==> config.mk <==
export PLATFORM = sky130hd
export DESIGN_NAME = sys_bridge
export DESIGN_NICKNAME = d
export VERILOG_FILES = /design/src/rtl/bridge_pkg.sv /design/src/rtl/bridge_decode.sv /design/src/rtl/sys_bridge.sv
export SDC_FILE = /design/constraint.sdc
export NUM_CORES = 1
export LEC_CHECK = 0
export CAP_MARGIN = 20
export CORE_ASPECT_RATIO = 0.5
export CORE_UTILIZATION = 37
export CTS_BUF_LIST = sky130_fd_sc_hd__clkbuf_16
export DETAILED_ROUTE_END_ITERATION = 6
export PLACE_DENSITY = 0.81
export SLEW_MARGIN = 20
export SYNTH_ARGS = -nofsm -noshare
export SYNTH_HDL_FRONTEND = slang
export SYNTH_SLANG_ARGS = --single-unit
==> constraint.sdc <==
create_clock -name clk -period 2.13 [get_ports clk]
set_input_delay 0.213 -clock clk [delete_from_list [all_inputs] [get_ports clk]]
set_output_delay 0.213 -clock clk [all_outputs]
set_load 0.005 [all_outputs]
==> src/rtl/bridge_pkg.sv <==
// Shared types and constants for the processor-bus to peripheral bridge.
package bridge_pkg;

  // Width of the device index field taken from the word address.
  localparam int IDX_W = 3;

  // Largest number of device channels the HWInt[7:2] field can carry.
  localparam int MAX_DEV = 6;

  // Width of the wait-state counter.
  localparam int CNT_W = 8;

  // Default byte base of the device region.
  localparam logic [31:0] DEF_BASE_ADDR = 32'h0000_7E00;

  // Bridge request sequencer states.
  typedef enum logic [1:0] {
    IDLE   = 2'd0,
    ACCESS = 2'd1,
    RESP   = 2'd2
  } state_e;

endpackage

==> src/rtl/bridge_decode.sv <==
// Combinational address decode: region match, device index and device hit.
module bridge_decode
  import bridge_pkg::*;
#(
  parameter int          N_DEV     = 2,
  parameter int          DEV_AW    = 4,
  parameter logic [31:0] BASE_ADDR = DEF_BASE_ADDR
) (
  input  logic [31:DEV_AW+2] addr_i,
  output logic [IDX_W-1:0]   idx_o,
  output logic               dev_hit_o
);

  localparam logic [IDX_W:0] N_DEV_L = (IDX_W + 1)'(N_DEV);

  logic region_hit;

  // Region compare above the device windows, index just above the word offset.
  always_comb begin
    region_hit = (addr_i[31:DEV_AW+5] == BASE_ADDR[31:DEV_AW+5]);
    idx_o      = addr_i[DEV_AW+4:DEV_AW+2];
    dev_hit_o  = region_hit && ({1'b0, idx_o} < N_DEV_L);
  end

endmodule

==> src/rtl/sys_bridge.sv <==
// System bridge between the CPU processor bus and up to MAX_DEV peripherals.
// One request in flight; decode misses answer immediately with PrErr.
// Optional feature macro BRIDGE_TIMEOUT_EN: when defined, an 8-bit wait-state
// counter aborts an access after TIMEOUT_CYC unready cycles with PrErr set;
// when undefined, ACCESS waits for DevRdy indefinitely.
module sys_bridge
  import bridge_pkg::*;
#(
  parameter int          N_DEV       = 2,
  parameter int          DEV_AW      = 4,
  parameter logic [31:0] BASE_ADDR   = DEF_BASE_ADDR,
  parameter int          TIMEOUT_CYC = 15
) (
  input  logic                  clk,
  input  logic                  rst,
  // processor side
  input  logic                  PrReq,
  input  logic [31:2]           PrAddr,
  input  logic [3:0]            BE,
  input  logic [31:0]           PrDOut,
  input  logic                  PrWe,
  output logic [31:0]           PrDIn,
  output logic                  PrRdy,
  output logic                  PrErr,
  output logic [7:2]            HWInt,
  // device side
  output logic [N_DEV-1:0]      DevSel,
  output logic [DEV_AW-1:0]     DevAddr,
  output logic [31:0]           DevWd,
  output logic [3:0]            DevBE,
  output logic                  DevWe,
  input  logic [N_DEV*32-1:0]   DevRd,
  input  logic [N_DEV-1:0]      DevRdy,
  input  logic [N_DEV-1:0]      DevIrq
);

  // Parameter legality, caught at elaboration.
  if (N_DEV < 1 || N_DEV > MAX_DEV) begin : g_bad_n_dev
    $error("sys_bridge: N_DEV must be 1..6");
  end
  if (TIMEOUT_CYC < 1 || TIMEOUT_CYC > 255) begin : g_bad_timeout
    $error("sys_bridge: TIMEOUT_CYC must be 1..255");
  end
  if (BASE_ADDR[DEV_AW+4:0] != '0) begin : g_bad_base
    $error("sys_bridge: BASE_ADDR not aligned to the device region size");
  end

  state_e               state_q, state_d;
  logic [DEV_AW-1:0]    addr_q, addr_d;
  logic [31:0]          wd_q, wd_d;
  logic [3:0]           be_q, be_d;
  logic                 we_q, we_d;
  logic [IDX_W-1:0]     idx_q, idx_d;
  logic [31:0]          rdata_q, rdata_d;
  logic                 err_q, err_d;
  logic [MAX_DEV-1:0]   irq_q, irq_d;
`ifdef BRIDGE_TIMEOUT_EN
  logic [CNT_W-1:0]     cnt_q, cnt_d;
`endif

  logic [IDX_W-1:0]     dec_idx;
  logic                 dec_hit;
  logic [31:0]          sel_rd;
  logic                 sel_rdy;
  logic [N_DEV-1:0]     dev_sel;

  bridge_decode #(
    .N_DEV     (N_DEV),
    .DEV_AW    (DEV_AW),
    .BASE_ADDR (BASE_ADDR)
  ) u_decode (
    .addr_i    (PrAddr[31:DEV_AW+2]),
    .idx_o     (dec_idx),
    .dev_hit_o (dec_hit)
  );

  // Steer the latched device's read data and ready, and drive its select.
  always_comb begin
    // NOTE: every combinational output gets a default first so no path leaves it unassigned (which would infer a latch).
    sel_rd  = '0;
    sel_rdy = 1'b0;
    dev_sel = '0;
    for (int i = 0; i < N_DEV; i++) begin
      if (idx_q == IDX_W'(i)) begin
        sel_rd     = DevRd[32*i +: 32];
        sel_rdy    = DevRdy[i];
        dev_sel[i] = (state_q == ACCESS);
      end
    end
  end

  // Interrupt lines for implemented channels; unused HWInt bits stay zero.
  always_comb begin
    irq_d = '0;
    for (int i = 0; i < N_DEV; i++) begin
      irq_d[i] = DevIrq[i];
    end
  end

  // Request sequencer: latch on accept, wait for ready (or timeout), respond.
  always_comb begin
    state_d = state_q;
    addr_d  = addr_q;
    wd_d    = wd_q;
    be_d    = be_q;
    we_d    = we_q;
    idx_d   = idx_q;
    rdata_d = rdata_q;
    err_d   = err_q;
`ifdef BRIDGE_TIMEOUT_EN
    cnt_d   = cnt_q;
`endif
    unique case (state_q)
      IDLE: begin
        if (PrReq) begin
          addr_d = PrAddr[DEV_AW+1:2];
          wd_d   = PrDOut;
          be_d   = BE;
          we_d   = PrWe;
          idx_d  = dec_idx;
          if (dec_hit) begin
            state_d = ACCESS;
`ifdef BRIDGE_TIMEOUT_EN
            cnt_d   = '0;
`endif
          end else begin
            rdata_d = '0;
            err_d   = 1'b1;
            state_d = RESP;
          end
        end
      end
      ACCESS: begin
        // Ready is tested before the limit so a late ready still wins.
        if (sel_rdy) begin
          rdata_d = we_q ? 32'd0 : sel_rd;
          err_d   = 1'b0;
          state_d = RESP;
        end
`ifdef BRIDGE_TIMEOUT_EN
        else if (cnt_q == CNT_W'(TIMEOUT_CYC)) begin
          rdata_d = '0;
          err_d   = 1'b1;
          state_d = RESP;
        end else begin
          cnt_d = cnt_q + CNT_W'(1);
        end
`endif
      end
      RESP: begin
        state_d = IDLE;
      end
      default: begin
        state_d = IDLE;
      end
    endcase
  end

  // State and datapath registers with synchronous reset.
  always_ff @(posedge clk) begin
    // NOTE: sequential state uses non-blocking assignments so every register samples pre-edge values.
    if (rst) begin
      state_q <= IDLE;
      addr_q  <= '0;
      wd_q    <= '0;
      be_q    <= '0;
      we_q    <= 1'b0;
      idx_q   <= '0;
      rdata_q <= '0;
      err_q   <= 1'b0;
      irq_q   <= '0;
`ifdef BRIDGE_TIMEOUT_EN
      cnt_q   <= '0;
`endif
    end else begin
      state_q <= state_d;
      addr_q  <= addr_d;
      wd_q    <= wd_d;
      be_q    <= be_d;
      we_q    <= we_d;
      idx_q   <= idx_d;
      rdata_q <= rdata_d;
      err_q   <= err_d;
      irq_q   <= irq_d;
`ifdef BRIDGE_TIMEOUT_EN
      cnt_q   <= cnt_d;
`endif
    end
  end

  assign DevSel  = dev_sel;
  assign DevAddr = addr_q;
  assign DevWd   = wd_q;
  assign DevBE   = be_q;
  assign DevWe   = (state_q == ACCESS) & we_q;

  assign PrRdy   = (state_q == RESP);
  assign PrErr   = PrRdy & err_q;
  assign PrDIn   = rdata_q;
  assign HWInt   = irq_q;

endmodule
### Word-level counts from Yosys, hierarchy flattened

Index checks and enable logic that the tools add are counted.

* order comparisons: 1
* equality and inequality tests: 7
* mux-type cells: 19
* bitwise gates (word level): 2
* reduce and logical (&&, ||, !) cells: 7

Operators with widths (count)
* $mux 32: 6
* $pmux 32 s2: 1
* $eq 23x6->1 const B: 1
* $mux 1: 7
* $mux 2: 3
* $ne 2x2->1 const B: 3
* $pmux 2 s2: 1
* $reduce_and 2->1: 2
* $reduce_and 4->1: 1
* $eq 3x1->1 const B: 1
* $logic_not 3->1: 1
* $lt 3x2->1 const B: 1
* $and 1x1->1: 2
* $eq 2x1->1 const B: 1
* $eq 2x2->1 const B: 1
* $logic_not 2->1: 1
* $pmux 1 s2: 1
* $reduce_bool 2->1: 1
* $logic_and 1x1->1: 1

* flip-flop bits (word level): 85
* bits of input ports: 138
* output and inout port bits: 83
* logic and storage cells: 46

### Longest topological paths before layout

* depth after elaboration: 6
* gate-level depth with buffers: 6
* depth with buffers taken out: 4

### Modules after synthesis

From an unflattened synthesis, not the netlist that was laid out.

* cells, all modules: 414
* area total of the unflattened synthesis: 3649.8 um^2

Modules (own cells, without submodules)
* sys_bridge: instances 1, cells each 400, area each 3552.2 um^2, sequential area each 1621.6 um^2
* bridge_decode: instances 1, cells each 14, area each 97.6 um^2, sequential area each 0.0 um^2

### Worst setup path before layout

Ideal clock, no wire load.

* path kind: register to register
* start: register idx_q[0]
* end: register state_q[0]
* library setup time: 87 ps
* arrival: 1527 ps
* data required time: 2043 ps
* slack: 516 ps
* stages on the path, launching flop included: 6
* buffers on the path: 1
* period minus slack after synthesis: 1614 ps
* cell sequence: dfxtp_1 buf_2 mux2i_1 nor3_1 or4b_2 o31ai_1

* cells in the longest elaborated chain, start to end: 5
* elaborated cells between the ends (all ways): 6
* those cells by class: 2 x eq/ne; 2 x mux; 2 x reduce/logical

RTL lines
* from (decl): line sys_bridge.sv:53 `logic [IDX_W-1:0] idx_q, idx_d;`
* from (signal assigned): line sys_bridge.sv:181 `idx_q <= idx_d;`
* $logic_not 3->1: line sys_bridge.sv:84 `if (idx_q == IDX_W'(i)) begin`
* $mux 1: line sys_bridge.sv:84
* $mux 1 *: line sys_bridge.sv:84
* $ne 2x2->1 (no source line) *
* $reduce_and 2->1 (no source line) *
* to (signal assigned): line sys_bridge.sv:176 `state_q <= state_d;`
* to (decl): line sys_bridge.sv:48 `state_e state_q, state_d;`

Every way passes the cells marked *; elsewhere a longest branch is shown, timed or not.
A chain may end at the register's enable or synchronous reset.

### Worst setup path after layout

* start: register idx_q[0]
* end: output DevSel[1]

* cells in the longest elaborated chain, start to end: 2

RTL lines
* $eq 3x1->1: line sys_bridge.sv:84
* $mux 1: line sys_bridge.sv:84
* to (decl): line sys_bridge.sv:27 `output logic [N_DEV-1:0] DevSel,`

No other way between the ends.

==> results by stage <==
Synthesis:
- The share of synthesized area occupied by flip-flops and latches is 46.3%.
- By area, the combinational part of the netlist is dominated by simple AND/OR/NAND/NOR gates.
- The mapped netlist covers 3500 um^2.
- After synthesis the netlist holds a flip-flop and latch count of 81.
- Synthesis produced a netlist whose cell count is 408.
- After Yosys synthesis, and, or, nand and nor cells account for 19.2% of the synthesized area.
- For this run, the leading register cell type out of synthesis is dfxtp_1.
- The mux contribution to synthesized area is 10.9%.
- The post-synthesis share of cell area spent on xor and xnor gates is 0%.
- The synthesized netlist devotes 0% of its cell area to adder and majority cells.
- The Yosys step of the flow raised 0 warnings.
- The fraction of the mapped netlist area in compound gates is 15.5%.
- Yosys mapped the design onto 32 distinct sky130hd cell types.
- The number of enable-type register cells in the synthesized netlist is 0.
- In the synthesized netlist the async set-or-reset flop fraction comes to 0%.
- The mean instance size in the synthesized netlist is 8.58 um^2.

Global routing:
- The first-pass GRT wire length is 16.4 mm.
- The routing layer with the top usage in global route is met2.
- Entering global routing, the biggest net connects 47 pins.
- The routing usage on met3 is 6.50%.
- The total overflow reported by the global router is 0.
- The number of global-route vias before repair was 3331.
- Global routing consumed, on the met2 layer, 39.8% of the routing resources.
- In the global route stage, met1 resource usage came out at 23.1%.
- The initial antenna violation count came to 0.
- For this run, the total global-route usage over all layers was measured as 21.6%.

Setup path:
- Of all nets on the critical path, the largest fanout is 25.
- For this run, the slowest stage of the critical path takes 0.53 ns.
- The type of origin of the critical path is a flip-flop.
- Together, buffers and inverters on the worst path number 2.
- At the worst endpoint, the required time is 1.92 ns.
- Among all stages on the critical path, the largest delay is contributed by clkdlybuf4s50_1.
- The internal reg-to-reg setup slack is 0.47 ns.
- Data on the critical path arrives at its endpoint at 1.77 ns.
- On the critical path the largest part of the delay comes from buffers and inverters.
- The setup path with the least slack is of type flip-flop to primary output.
- The endpoint type of the worst setup path is a primary output.
- Traced cell by cell, the critical path runs through buf_4, and2_1, clkdlybuf4s50_1.

Clocking:
- The root cell of the clock tree is clkbuf_16.
- For this design, the sink count on the clock tree is 81.
- Clock tree synthesis inserted a total of 9 buffers.
- In this run the post-CTS setup repair buffer count came out at 0.
- The post-cts hold buffer count is 0.
- The CTS clock-pin slew for the worst setup and hold paths is 0.06 ns.
- TritonCTS built the clock tree.
- The clock insertion delay at the later pin of the skew report is 0.34 ns.
- The clock tree synthesis step divided the H-tree into 3 levels.
- The longest clock path from root to sink contains 2 buffers.

Die:
- The initialized floorplan defines 24 standard-cell rows.
- For this configuration, the core starts out at a cell density of 39.1%.
- The chip height is 70.8 um.
- The die area is 9880 um^2.
- The placeable core region is 8950 um^2.
- The die is 140 um wide.
- During I/O placement, the number of pins put on the boundary was 221.

Layout:
- 0 antenna diodes ended up in the layout.
- The final cell utilization of the core is 68.0%.
- The fraction of final layout cells sized beyond drive strength 1 is 15.4%.
- In the layout the commonest cells are clkdlybuf4s50_1 (214), nand2_1 (122), dfxtp_1 (79), a21oi_1 (46), inv_1 (35).
- The signed area change from the synthesized netlist to the final layout is 73.7%.
- The most common library cell in the layout ignoring fill and taps is clkdlybuf4s50_1.
- The layout has 741 filler cells.
- The final net count is 756.
- After routing the design area is 6080 um^2.

Routing:
- After detailed routing, the number of remaining DRC violations is 0.
- The iteration-0 DRC count of the detailed router is 171.
- The first-pass detailed-route iteration total is 4.
- Summed over all layers, the routed wires come to 10.4 mm.
- Dividing the detail-routed wire length by the instance count gives 14.0 um.
- The count of nets left with antenna violations after detail routing is 0.
- The via density per instance is 4.63.
- The routed layout has 3425 vias.

Timing:
- Timing would allow up to 504 MHz.
- Setup repair after global routing left no endpoint under its margin.
- The clock period minus final worst setup slack is 1.99 ns.
- The final count of hold timing violations was 0.
- The final total negative setup slack is 0 ns.
- The count of pins over their slew limit is 0.
- The total of endpoints with negative setup slack in the final report is 0.
- Across the routed clock network, the largest skew measured is 0.00405 ns.
- In the finished design, the share of the clock period the worst path needs comes to 93.2%.

Placed design:
- The placed instances occupy a cell area of 5770 um^2.
- The count of buffers added on input and output ports is 216.
- The congestion estimate from routability-driven global placement came to 0.768.
- The half-perimeter wire length of the detailed placement result is 7.62 mm.

Outcome:
- The run finished with clean final reports.

Min path:
- The path class of the tightest hold or removal check is input port to flip-flop.

Power:
- The power per cell area is 619 nW/um^2.
- The leakage power is 2.22 nW.
- The maximum vdd ir drop is 498 uV.

Run:
- The number of maximum-capacitance violations is 0.
-- sequential cells by signal, summed over array words and instances, names as in the netlist --
register  flops
HWInt         2
state_q       2
we_q          1
DevBE         4
DevAddr       4
PrDIn        32
idx_q         3
err_q         1
DevWd        32
-- routing by layer --
| metal | vias up | part of all wire, % |
|---|---|---|
| li1 | 1735 | - |
| met1 | 1576 | 39 |
| met2 | 88 | 54 |
| met3 | 26 | 4.0 |
| met4 | 0 | 3.4 |
| met5 | - | 0 |
-- logic make-up (layout without fill, tap and decap cells) --
kind of cell    after synthesis  after routing
mux                          34             34
flops                        81             81
buf+inv                      62            273
other cells                   1              4
simple gates                148            148
compound gates               82             82
-- cells in the mapped netlist, types with 3 or more instances --
cell type  number  area (um^2)
buf_4           5         37.5
nor2_1          5         18.8
clkbuf_1       15         56.3
nand2_1       122          458
buf_6           3         33.8
buf_2           4         20.0
o21ai_2        30          263
mux2_2         33          372
dfxtp_1        81         1620
nor2b_1         3         18.8
a21oi_1        46          230
or4_1           3         22.5
inv_1          33          124
-- path summary, 6_finish.rpt --
path	startpoint	endpoint	cells after the start
worst min-delay path	rst	state_q[0]	2
worst max-delay path	idx_q[0]	DevSel[1]	3
worst min register to register	DevWd[14]	DevWd[14]	2
worst max register to register	idx_q[0]	state_q[0]	4
-- power by group --
part,total (mW),internal (mW),switching [mW]
logic,0.595,0.393,0.202
registers,1.60,1.57,0.0296
clock network,1.57,1.00,0.565
total,3.76,2.97,0.797
-- per-stage QoR --
step / power, mW / std cells / hold slack (ns) / setup slack, ns
after floorplan: 1.84 / 411 / 0.341 / 0.516
after global placement: 2.22 / 724 / 0.441 / 0.0384
after detailed placement: 2.23 / 724 / 0.447 / 0.00716
after CTS: 3.81 / 739 / 0.208 / 0.0247
after global routing: 3.93 / 739 / 0.242 / 0.0402
final: 3.76 / 739 / 0.218 / 0.144
-- layout make-up --
cell class,count,area (um^2),area share (%)
flip-flops and latches,81,1620,26.7
well taps,117,146,2.41
clock buffers,9,225,3.70
clock inverters,6,76.3,1.25
repair buffers,225,2250,37.0
multi-input cells,268,1640,26.9
inverters,33,124,2.04
-- timing repair --
item | in CTS | in global routing
resized for setup | 4 | 1
setup endpoints to repair | 2 | 1
endpoints found under the hold margin | 0 | 0
(Power assumes the default switching activity.)
